File: src/rtl/match_scheduler_pkg.sv
// Shared types and constants for the match scheduler and its arbiter.
package match_scheduler_pkg;

   // Job sequencing states; exactly one job is in flight at a time.
   typedef enum logic [2:0] {
      S_IDLE,
      S_LAUNCH,
      S_WAIT,
      S_RESP,
      S_CLEAR
   } sched_state;

   // Default number of cycles a job may wait for the matcher.
   localparam int unsigned DEFAULT_TIMEOUT = 64;

   // Width of a requester index; at least one bit even for a single requester.
   function automatic int unsigned id_width(input int unsigned n);
      return (n > 1) ? $clog2(n) : 1;
   endfunction

endpackage

File: src/rtl/match_scheduler_rr_arbiter.sv
// Round-robin arbiter: searches from last_grant+1 (wrapping) for the first active request.
module rr_arbiter
   import match_scheduler_pkg::*;
#(
   parameter  int unsigned NUM_REQ = 4,
   localparam int unsigned ID_W    = id_width(NUM_REQ)
) (
   input  logic [NUM_REQ-1:0] req,
   input  logic [ID_W-1:0]    last_grant,
   output logic [NUM_REQ-1:0] grant,
   output logic [ID_W-1:0]    grant_id
);

   logic [ID_W-1:0] idx;
   logic            found;

   // Rotating priority search; the offset runs 1..NUM_REQ so last_grant itself is checked last.
   always_comb begin
      grant    = '0;
      grant_id = '0;
      idx      = '0;
      found    = 1'b0;
      for (int unsigned off = 1; off <= NUM_REQ; off++) begin
         idx = ID_W'((32'(last_grant) + off) % NUM_REQ);
         if (!found && req[idx]) begin
            found      = 1'b1;
            grant[idx] = 1'b1;
            grant_id   = idx;
         end
      end
   end

endmodule

File: src/rtl/match_scheduler.sv
// Match scheduler: shares one string matcher among NUM_REQ requesters, one job at a time,
// with round-robin grants, a completion timeout and a valid/ready result port.
module match_scheduler
   import match_scheduler_pkg::*;
#(
   parameter  int unsigned NUM_REQ    = 4,
   parameter  int unsigned ADDR_WIDTH = 4,
   parameter  int unsigned TIMEOUT    = DEFAULT_TIMEOUT,
   localparam int unsigned ID_W       = id_width(NUM_REQ)
) (
   input  logic                                clk,
   input  logic                                rst,
   // requester side
   input  logic [NUM_REQ-1:0]                  req_valid,
   input  logic [NUM_REQ-1:0][ADDR_WIDTH-1:0]  req_input_addr,
   output logic [NUM_REQ-1:0]                  req_ready,
   // vocabulary window configuration
   input  logic                                cfg_we,
   input  logic [ADDR_WIDTH-1:0]               cfg_vocab_start,
   input  logic [ADDR_WIDTH-1:0]               cfg_vocab_end,
   // matcher side
   output logic                                m_start,
   output logic                                m_clr,
   output logic [ADDR_WIDTH-1:0]               m_vocab_start,
   output logic [ADDR_WIDTH-1:0]               m_vocab_end,
   output logic [ADDR_WIDTH-1:0]               m_input_start,
   input  logic                                m_done,
   input  logic                                m_found,
   input  logic [ADDR_WIDTH-1:0]               m_addr_v,
   // result side
   output logic                                rsp_valid,
   input  logic                                rsp_ready,
   output logic [ID_W-1:0]                     rsp_id,
   output logic                                rsp_found,
   output logic                                rsp_timeout,
   output logic [ADDR_WIDTH-1:0]               rsp_addr,
   output logic                                busy
);

   localparam int unsigned     CNT_W     = $clog2(TIMEOUT + 1);
   localparam logic [CNT_W-1:0] CNT_LAST = CNT_W'(TIMEOUT - 1);

   sched_state              state;
   sched_state              state_next;
   logic [ID_W-1:0]         last_grant;
   logic [NUM_REQ-1:0]      grant;
   logic [ID_W-1:0]         grant_id;
   logic [ID_W-1:0]         job_id;
   logic [ADDR_WIDTH-1:0]   job_addr;
   logic [ADDR_WIDTH-1:0]   win_start;
   logic [ADDR_WIDTH-1:0]   win_end;
   logic [CNT_W-1:0]        cnt;
   logic                    any_req;
   logic                    expired;

   assign any_req = |req_valid;
   assign expired = (cnt == CNT_LAST);

   rr_arbiter #(
      .NUM_REQ (NUM_REQ)
   ) u_arb (
      .req        (req_valid),
      .last_grant (last_grant),
      .grant      (grant),
      .grant_id   (grant_id)
   );

   // Matcher configuration comes straight from the held window and job registers.
   assign m_vocab_start = win_start;
   assign m_vocab_end   = win_end;
   assign m_input_start = job_addr;

   // State register.
   always_ff @(posedge clk) begin
      if (rst) state <= S_IDLE;
      else     state <= state_next;
   end

   // Next-state decode and per-state control outputs.
   always_comb begin
      state_next = state;
      req_ready  = '0;
      m_start    = 1'b0;
      m_clr      = 1'b0;
      rsp_valid  = 1'b0;
      busy       = 1'b1;
      unique case (state)
         S_IDLE: begin
            busy = 1'b0;
            if (any_req) begin
               req_ready  = grant;
               state_next = S_LAUNCH;
            end
         end
         S_LAUNCH: begin
            m_start    = 1'b1;
            state_next = S_WAIT;
         end
         S_WAIT: begin
            if (m_done || expired) state_next = S_RESP;
         end
         S_RESP: begin
            rsp_valid = 1'b1;
            if (rsp_ready) state_next = S_CLEAR;
         end
         S_CLEAR: begin
            m_clr      = 1'b1;
            state_next = S_IDLE;
         end
         default: state_next = S_IDLE;
      endcase
   end

   // Datapath: window config, job capture, timeout counter and result capture.
   always_ff @(posedge clk) begin
      if (rst) begin
         last_grant  <= ID_W'(NUM_REQ - 1);
         job_id      <= '0;
         job_addr    <= '0;
         win_start   <= '0;
         win_end     <= '0;
         cnt         <= '0;
         rsp_id      <= '0;
         rsp_found   <= 1'b0;
         rsp_timeout <= 1'b0;
         rsp_addr    <= '0;
      end else begin
         unique case (state)
            S_IDLE: begin
               if (cfg_we) begin
                  win_start <= cfg_vocab_start;
                  win_end   <= cfg_vocab_end;
               end
               if (any_req) begin
                  last_grant <= grant_id;
                  job_id     <= grant_id;
                  job_addr   <= req_input_addr[grant_id];
               end
            end
            S_LAUNCH: cnt <= '0;
            S_WAIT: begin
               cnt <= cnt + 1'b1;
               // m_done takes priority over an expiry in the same cycle
               if (m_done) begin
                  rsp_id      <= job_id;
                  rsp_found   <= m_found;
                  rsp_addr    <= m_addr_v;
                  rsp_timeout <= 1'b0;
               end else if (expired) begin
                  rsp_id      <= job_id;
                  rsp_found   <= 1'b0;
                  rsp_addr    <= '0;
                  rsp_timeout <= 1'b1;
               end
            end
            default: ;
         endcase
      end
   end

endmodule

File: config.mk
export PLATFORM = sky130hd
export DESIGN_NAME = match_scheduler
export DESIGN_NICKNAME = d
export VERILOG_FILES = /design/src/rtl/match_scheduler_pkg.sv /design/src/rtl/match_scheduler_rr_arbiter.sv /design/src/rtl/match_scheduler.sv
export SDC_FILE = /design/constraint.sdc
export NUM_CORES = 1
export LEC_CHECK = 0
export CORE_UTILIZATION = 47
export CTS_CLUSTER_SIZE = 10
export DETAILED_ROUTE_END_ITERATION = 6
export GPL_TIMING_DRIVEN = 0
export PLACE_DENSITY = 0.88
export RECOVER_POWER = 25
export REMOVE_ABC_BUFFERS = 1
export SYNTH_ARGS = -nofsm -noshare
export SYNTH_HDL_FRONTEND = slang
export SYNTH_HIERARCHICAL = 1
export SYNTH_SLANG_ARGS = --single-unit
File: constraint.sdc
create_clock -name clk -period 3.7 [get_ports clk]
set_input_delay 0.925 -clock clk [delete_from_list [all_inputs] [get_ports clk]]
set_output_delay 0.925 -clock clk [all_outputs]
set_load 0.01 [all_outputs]
==> impl_metrics.toml <==
[outcome]
status = "finished, final reports clean"

[power]
clkPwrFrac = 0.201
p_int_w = 0.000891
p_comb_frac = 0.461
p_leak_nw = 1.14
switching_share = 0.370
power_frac_seq = 0.337
p_per_area_nw_per_um2 = 496
power_switching_w = 0.000523
vdd_drop_max_mv = 0.283

[floorplan]
dieArea_um2 = 4800
dieHeight_um = 69.3
initial_core_util = 0.488
rows = 24
io_pins = 66
die_x_um = 69.3
core-area_um2 = 4350

[finish]
drive_gt1_frac = 0.117
final_common_cell = "nand2_1"
synthToLayoutAreaGrowth_pct = 34.1
num-nets-final = 361
layout_common_cells = "49 x nand2_1, 42 x clkdlybuf4s50_1, 32 x dfxtp_1"
num_antenna_cells = 0

[critical_path]
crit_path_start_kind = "input pin"
critPathCaptureType = "output pin"
reg2reg_slack_ns = 0.88
path_cells = "buf_2 -> mux4_2 -> nand2_1 -> o21ai_0 -> a221o_2 -> and2_1 -> dlygate4sd2_1"
cp_max_fo = 12
slowest_stage = "mux4_2"
arrival_ns = 2.56
max_stage_delay_ns = 0.56
criticalPathCategory = "in -> out"
crit_required_ns = 2.77

[sta]
drv_slew = 0
clock.fmax_ghz = 0.287
worst_slack_ns = 0.216
layout_min_cycle_time_ns = 3.48
fin_tns_setup_ns = 0
max_slew_margin = 0.127
setup_viol = 0
tightest_slew_ns = 1.31
finalCritPeriodShare = 0.942
rsz0062_at_grt = "no"
hold_viol = 0
clock_skew_ns = 0.00210

[synthesis]
yosysSeqAreaShare = 0.320
async_reset_ff_frac = 0
synthFlopType = "dfxtp_1"
synth_top_area_frac = 0.320
synth-edff-count = 0
yosys-top-cells-area = "dfxtp_1 32%, nand2_1 8.8%, a21oi_1 6.8%"
ys_ff_latch = 34
synth.distinct_cells = 50
yosys_warnings = 6
synth_cells = 258
synth_area_um2 = 2130
yosysTopAreaCell = "dfxtp_1"
avgSynthCellArea_um2 = 8.24

[placement]
hpwl_um = 3570
pre_cts_ws_ns = -0.589
gp_congestion = 0.856
portBuffers = 65

[drt]
drtAntennaViolNets = 0
drt_iter0_drc = 160
drt-total-wl_um = 5200
via_per_inst = 5.75
wl_per_cell_um = 14.2
dr.pass1.iters = 4
vias = 2112
drc_errors = 0

[global_route]
antenna_found_initial = 0
grt_start_max_net_pins = 37
grt_pass1_vias = 2030
grt-ovfl-total = 0
track_usage = 0.221
grt_pass1_wl_um = 8720

[clock_network]
hold_buffers = 0
cts_tree = "built"
htree_levels = 2
clock_sinks = 34
max-clock-path-buffers = 2
clk_latency_ns = 0.29
clockRootBuffer = "clkbuf_8"
cts_buffers = 5
clk_pin_slew_ns = 0.07

[worst_hold_path]
hold_path_class = "reg -> reg"

[run]
cap_viol_max_count = 0
kinds of logic after synthesis:
logic type / after synthesis / share of synthesized area
and+or+nand+nor: 104 / 0.247
buffers and inverters: 24 / 0.0665
muxes: 8 / 0.0736
adders and majority gates: 9 / 0.0530
AOI/OAI and AO/OA: 79 / 0.240
DFF: 34 / 0.320
registers in the layout, summed over array words and instances (netlist names):
signal / count
cnt: 7
m_input_start: 4
m_vocab_end: 4
m_vocab_start: 4
rsp_addr: 4
state: 3
job_id: 2
last_grant: 2
rsp_id: 2
rsp_found: 1
rsp_timeout: 1
worst max-delay path: cells and delay by family:
| family | cells | cell delay, ns |
|---|---|---|
| mux | 1 | 0.56 |
| compound gates | 2 | 0.38 |
| simple gates | 2 | 0.24 |
| buf+inv | 2 | 0.46 |
stage by stage:
| stage | hold WS, ns | instance area [µm²] | util | power [W] | instances |
|---|---|---|---|---|---|
| 2_1_floorplan | 0.431 | 2010 | - | 0.000863 | 240 |
| 3_3_place_gp | 0.441 | 2720 | 0.625 | 0.00108 | 357 |
| 3_5_place_dp | 0.445 | 2720 | 0.625 | 0.00110 | 357 |
| 4_1_cts | 0.455 | 2840 | 0.653 | 0.00142 | 367 |
| 5_1_grt | 0.469 | 2850 | 0.655 | 0.00151 | 367 |
| 6_report | 0.450 | 2850 | 0.655 | 0.00141 | 367 |
area by class of cell:
class,instances,area [µm²]
Timing Repair Buffer,67,654
Multi-Input combinational cell,200,1330
Inverter,6,26.3
Tap cell,52,65.1
Clock buffer,7,86.3
Sequential cell,34,688
Clock inverter,1,5.00
Fill cell,361,1500
power by group through the flow:
stage,registers [W],clock network [W],logic [W]
floorplan,0.000483,0,0.000380
global placement,0.000485,0,0.000595
detailed placement,0.000487,0,0.000615
CTS,0.000478,0.000287,0.000659
global route,0.000485,0.000308,0.000712
finish,0.000477,0.000284,0.000652
routing by layer:
metal  up-vias  part of all wire  GRT usage
met5         -                 0          0
met4         0             0.017      0.102
met3        10             0.052     0.0509
met2        68              0.51      0.379
met1       996              0.42      0.260
li1       1038                 -          -
timing repair:
action	CTS	global route
resized for setup	31	3
pin swaps	1	0
endpoints found under the setup margin	4	3
buffers inserted	2	0
final timing paths:
kind,depth (start not counted),from,endpoint
worst max-delay path,7,req_valid[3],req_ready[1]
worst min-delay path,2,m_vocab_start[2],m_vocab_start[2]
worst max register to register,9,last_grant[0],m_input_start[0]
worst min register to register,2,m_vocab_start[2],m_vocab_start[2]
cells in the mapped netlist, drive strengths merged, types with 2 or more instances:
| master | number |
|---|---|
| and3b | 2 |
| dfxtp | 34 |
| o21ai | 23 |
| o211ai | 4 |
| a22oi | 3 |
| nand3 | 6 |
| buf | 10 |
| nor4 | 3 |
| nor3 | 7 |
| mux4 | 6 |
| or3 | 2 |
| a221o | 4 |
| and2 | 7 |
| ha | 9 |
| a221oi | 2 |
| nand2 | 50 |
| a21oi | 30 |
| inv | 6 |
| nand2b | 2 |
| and3 | 3 |
| nor2 | 8 |
| a31oi | 2 |
| clkbuf | 8 |
| nor3b | 3 |
| nor2b | 6 |
No activity file was read; power rests on OpenSTA's default activity.
